--- config.mk ---
export PLATFORM = sky130hd
export DESIGN_NAME = mux8_rr_arbiter
export DESIGN_NICKNAME = d
export VERILOG_FILES = /design/src/rtl/mux8_rr_arbiter.sv
export SDC_FILE = /design/constraint.sdc
export NUM_CORES = 1
export LEC_CHECK = 0
export ABC_AREA = 0
export CORE_MARGIN = 8
export CORE_UTILIZATION = 52
export CTS_BUF_LIST = sky130_fd_sc_hd__clkbuf_16
export DETAILED_ROUTE_END_ITERATION = 6
export GPL_TIMING_DRIVEN = 0
export PLACE_DENSITY = 0.91
export SLEW_MARGIN = 5
export SYNTH_ARGS = -nofsm -noshare
export SYNTH_HDL_FRONTEND = slang
export SYNTH_SLANG_ARGS = --single-unit
--- constraint.sdc ---
create_clock -name clk -period 6.2 [get_ports clk]
set_input_delay 1.24 -clock clk [delete_from_list [all_inputs] [get_ports clk]]
set_output_delay 1.24 -clock clk [all_outputs]
set_load 0.02 [all_outputs]
--- src/rtl/mux8_rr_arbiter.sv ---
// Eight-lane round-robin arbiter/mux: grants one requester at a time, holds the
// registered data until the downstream accepts it, then acks the winning lane.
module mux8_rr_arbiter #(
    parameter int DW = 4
) (
    input  logic          clk,
    input  logic          rst_n,
    input  logic [7:0]    req,
    input  logic [DW-1:0] X0,
    input  logic [DW-1:0] X1,
    input  logic [DW-1:0] X2,
    input  logic [DW-1:0] X3,
    input  logic [DW-1:0] X4,
    input  logic [DW-1:0] X5,
    input  logic [DW-1:0] X6,
    input  logic [DW-1:0] X7,
    input  logic          out_ready,
    output logic [2:0]    sel,
    output logic [DW-1:0] out_data,
    output logic          out_valid,
    output logic [7:0]    ack,
    output logic [7:0]    xfer_cnt
);

    // state | meaning
    // IDLE  | no transfer held; arbitrate among req on the next edge
    // BUSY  | granted lane's data held on out_data until out_ready
    typedef enum logic {
        IDLE = 1'b0,
        BUSY = 1'b1
    } state_t;

    state_t        state_q, state_d;
    logic [2:0]    sel_q, sel_d;
    logic [DW-1:0] data_q, data_d;
    logic          valid_q, valid_d;
    logic [7:0]    ack_q, ack_d;
    logic [7:0]    cnt_q, cnt_d;
    logic [2:0]    last_q, last_d;

    logic [DW-1:0] lane_data [8];
    logic [2:0]    winner;
    logic [2:0]    cand;
    logic          found;

    assign lane_data[0] = X0;
    assign lane_data[1] = X1;
    assign lane_data[2] = X2;
    assign lane_data[3] = X3;
    assign lane_data[4] = X4;
    assign lane_data[5] = X5;
    assign lane_data[6] = X6;
    assign lane_data[7] = X7;

    // Search upward from last+1; the eighth candidate wraps back to last itself.
    always_comb begin
        found  = 1'b0;
        winner = 3'd0;
        cand   = 3'd0;
        for (int k = 1; k <= 8; k++) begin
            cand = last_q + 3'(k);
            if (!found && req[cand]) begin
                found  = 1'b1;
                winner = cand;
            end
        end
    end

    always_comb begin
        state_d = state_q;
        sel_d   = sel_q;
        data_d  = data_q;
        valid_d = valid_q;
        ack_d   = 8'd0;
        cnt_d   = cnt_q;
        last_d  = last_q;
        unique case (state_q)
            IDLE: begin
                if (found) begin
                    sel_d   = winner;
                    data_d  = lane_data[winner];
                    valid_d = 1'b1;
                    state_d = BUSY;
                end
            end
            BUSY: begin
                if (valid_q && out_ready) begin
                    valid_d = 1'b0;
                    ack_d   = 8'd1 << sel_q;
                    last_d  = sel_q;
                    cnt_d   = cnt_q + 8'd1;
                    state_d = IDLE;
                end
            end
            default: state_d = IDLE;
        endcase
    end

    always_ff @(posedge clk or negedge rst_n) begin
        if (!rst_n) begin
            state_q <= IDLE;
            sel_q   <= 3'd0;
            data_q  <= '0;
            valid_q <= 1'b0;
            ack_q   <= 8'd0;
            cnt_q   <= 8'd0;
            last_q  <= 3'd7;
        end else begin
            state_q <= state_d;
            sel_q   <= sel_d;
            data_q  <= data_d;
            valid_q <= valid_d;
            ack_q   <= ack_d;
            cnt_q   <= cnt_d;
            last_q  <= last_d;
        end
    end

    assign sel       = sel_q;
    assign out_data  = data_q;
    assign out_valid = valid_q;
    assign ack       = ack_q;
    assign xfer_cnt  = cnt_q;

endmodule

==> out/results.ini <==
[status]
result_of_the_run = complete, no violations

[synthesis]
fraction_of_the_mapped_netlist_area_in_adder_cells_pct = 1.62
synth_mux_area_share_pct = 20.1
synthesized_area_fraction_occupied_by_ao_oa_aoi_and_oai_cells_pct = 15.7
yosys_warnings = 0
synthArstFlopShare_pct = 100
synth_top_flop_cell = sky130_fd_sc_hd__dfrtp_1
mappedNetlistArea_um2 = 2310
synth.net_count = 277
post_synth.cell_area_avg_um2 = 10.0
postSynthCellCount = 231
synth_enable_flop_cells = 0
synth_seq_area_share_pct = 30.5
synth_simple_gate_area_share_pct = 21.0
synthDistinctLibCells = 53
synth_top_family_by_area = simple AND/OR/NAND/NOR gates
synth-xor-area-share_pct = 4.17
yosys_register_bits = 28

[global_routing]
grt_start_max_net_pins = 29
total_congestion_overflow_after_global_routing = 0
global_route_wire_length_before_repair_mm = 9.82
antenna_found_initial = 0
via_count_of_the_first_global_routing_pass = 2041
overall_global_routing_resource_usage_pct = 18.0

[floorplanning]
die_w_um = 82.7
ios = 67
dieHeight_um = 82.7
floorplan.initialDensity_pct = 53.5
floorplan.rows = 24
placeableCoreArea_um2 = 4320
floorplan.die_area_um2 = 6840

[critical_path]
critPathRequiredTime_ns = 6.34
critical_path.most_common_cell = sky130_fd_sc_hd__buf_6
worstSetupStartpointType = primary input
rr_endpoint = out_data[0]$_DFFE_PN0P_
rr_startpoint = last_q[0]$_DFFE_PN1P_
end_kind = flip-flop
worst_ep_arrival_time_ns = 4.63
critical_path_buf_inv_count = 3
crit_path_max_cell_delay_ns = 0.58
path_cells = clkdlybuf4s50_1 > mux4_2 > mux2i_1 > nand4b_2 > nor2_1 > nand3b_1 > and2_4 > buf_6 > buf_6 > a21oi_1 > a22oi_1 > a221o_1
slowest_stage = sky130_fd_sc_hd__mux4_2
critPathTopFamily = multiplexers
critical_path_class = in -> reg
worst_r2r_setup_slack_ns = 2.07
crit_path_max_fanout = 10
rr_worst_depth = 16

[worst_hold_path]
worst_hold_startpoint = xfer_cnt[7]$_DFFE_PN0P_
hold_path_end = xfer_cnt[7]$_DFFE_PN0P_
worst_hold_path_type = reg -> reg
cells_on_worst_hold_path = 1

[detailed_routing]
routed_via_density = 6.13
totalWireLength_mm = 6.39
routed_wire_length_per_instance_um = 18.1
dr.first_iter.drc_count = 101
first_pass_iters = 4
drtAntennaViolNets = 0
drt_drc_violations_left = 0
dr_total_vias = 2163

[clocking]
number_of_cts_inserted_buffers = 3
cts_tree = yes
cts.path.max_buffers = 2
postCtsHoldBufs = 0
clkSlewWorstSetupHoldPaths_ns = 0.06
cts_repair_resize_count = 0
clockRootBuffer = sky130_fd_sc_hd__clkbuf_16
ctsHtreeMaxLevel = 1
post_cts_buffers = 0
insertion_delay_ns = 0.26
clock_sinks = 28

[place]
gp_routability_congestion = 0.957
dpl.hpwl_mm = 4.97
buffer_ports.inserted = 66

[cells_and_area]
post-route-util_pct = 72.0
fraction_of_layout_cells_with_a_size_suffix_above_1_pct = 15.0
nets = 348
antennaDiodeCount = 0
area_overhead_vs_synth_pct = 34.6

[sta]
skew_ns = 0.00136
final-hold-violation-count = 0
fin_crit_sh_pct = 72.4
setup_viol = 0
worst_slew_pin_tran_ns = 0.570
clock.fmax_mhz = 223
grt_setup_unrepaired = no
setup_total_negative_slack_ns = 0
min_period_ns = 4.49
report.final.slew_viol_count = 0
max-slew-margin-rel_pct = 62.0

[power]
pwr_density_cell_nw_per_um2 = 595
static_power_due_to_leakage_uw = 0.00128
vdd_drop_max_v = 0.000309
finalPower_uw = 1850

[job]
drv_cap = 0

## per-stage QoR
step	hold WS, ns	setup slack [ns]	cells	cell area, µm²
2_1_floorplan	0.471	2.39	231	2310
3_3_place_gp	0.464	1.63	349	3040
3_5_place_dp	0.471	1.55	349	3040
4_1_cts	0.479	1.80	353	3120
5_1_grt	0.492	1.54	353	3110
6_report	0.475	1.71	353	3110
## Yosys cell counts (all sizes together), types with 4 or more instances
cell    count  area share, %
a221o       4            1.7
or3b        4            1.5
nor3        6            1.3
mux2        5            2.6
buf        11            5.4
nor2       14            2.3
nand2b      5            1.4
nand4       5            1.4
inv         7            1.1
a211oi      7            2.3
a22oi       4            1.3
and3        6            1.8
dfrtp      25             27
xnor2      10            3.8
nand3b      6            1.9
nand2      25            4.1
o21ai       7            1.5
o22ai       4            1.1
a21oi      14            3.0
mux4       12             12
mux2i      12            5.2
## logic make-up (layout without fill, tap and decap cells)
kind of cell               count (synthesis)  after routing
and+or+nand+nor                           87             87
AOI/OAI and AO/OA                         53             53
muxes                                     29             29
DFF                                       28             28
buffers and inverters                     20             90
xor gates and xnor gates                  11             11
adders and majority gates                  3              3
## cell usage in the layout, fill, tap and decap left out, drive strengths merged, types with 5 or more instances in the layout
master,netlist,final
inv,7,7
and3,6,6
nor3,6,6
mux4,12,12
dfrtp,25,25
clkdlybuf4s50,0,65
a21oi,14,14
mux2,5,5
nand2b,5,5
nand3b,6,6
nor2,14,14
mux2i,12,12
a211oi,7,7
xnor2,10,10
buf,11,12
clkbuf,2,5
nand2,25,25
nand4,5,5
o21ai,7,7
## report_power, final
part | internal, µW | leakage, µW | switching [µW]
Combinational | 691 | 0.000884 | 724
Clock | 86.3 | 0.0000385 | 56.0
Sequential | 237 | 0.000357 | 57.8
Total | 1010 | 0.00128 | 838
## registers in the layout (all words and copies together) (netlist names)
| name | count |
|---|---|
| out_valid | 1 |
| state_q | 1 |
| ack | 8 |
| xfer_cnt | 8 |
| out_data | 4 |
| sel | 3 |
| last_q | 3 |
## how the worst max path moves through the flow
stage | start | endpoint | slack, ns | depth (start not counted)
after floorplan | req[7] | out_data[2]$_DFFE_PN0P_ | 2.39 | 10
after global placement | req[3] | out_data[2]$_DFFE_PN0P_ | 1.63 | 11
after detailed placement | req[3] | out_data[2]$_DFFE_PN0P_ | 1.55 | 11
after CTS | req[3] | out_data[0]$_DFFE_PN0P_ | 1.80 | 12
after global routing | req[3] | out_data[0]$_DFFE_PN0P_ | 1.54 | 12
final | req[7] | out_data[0]$_DFFE_PN0P_ | 1.71 | 12
## worst register-to-register path, cell delays in order, from the launching register on
cell                       delay (ns)
sky130_fd_sc_hd__dfstp_2         0.55
sky130_fd_sc_hd__buf_6           0.14
sky130_fd_sc_hd__buf_6           0.15
sky130_fd_sc_hd__inv_1           0.10
sky130_fd_sc_hd__ha_1            0.32
sky130_fd_sc_hd__buf_6           0.15
sky130_fd_sc_hd__mux4_2          0.35
sky130_fd_sc_hd__mux2i_1         0.42
sky130_fd_sc_hd__nand4b_2        0.26
sky130_fd_sc_hd__nor2_1          0.23
sky130_fd_sc_hd__nand3b_1        0.24
sky130_fd_sc_hd__and2_4          0.22
sky130_fd_sc_hd__buf_6           0.12
sky130_fd_sc_hd__buf_6           0.14
sky130_fd_sc_hd__a21oi_1         0.16
sky130_fd_sc_hd__a22oi_1         0.12
sky130_fd_sc_hd__a221o_1         0.35
## area by class of cell
cell class,instances,area [µm²]
Timing Repair Buffer,66,656
Tap cell,52,65.1
Sequential cell,28,704
Clock inverter,1,3.75
Inverter,7,26.3
Fill cell,336,1210
Multi-Input combinational cell,183,1450
Buffer,13,131
Clock buffer,3,75.1
## layer usage
layer | GRT usage (%) | vias up | wire [µm]
met5 | 0 | - | 0
met2 | 32.2 | 70 | 3420
li1 | - | 1020 | -
met3 | 1.84 | 7 | 356
met4 | 3.62 | 0 | 48
met1 | 22.7 | 1066 | 2570
No activity file was read; power rests on OpenSTA's default activity.
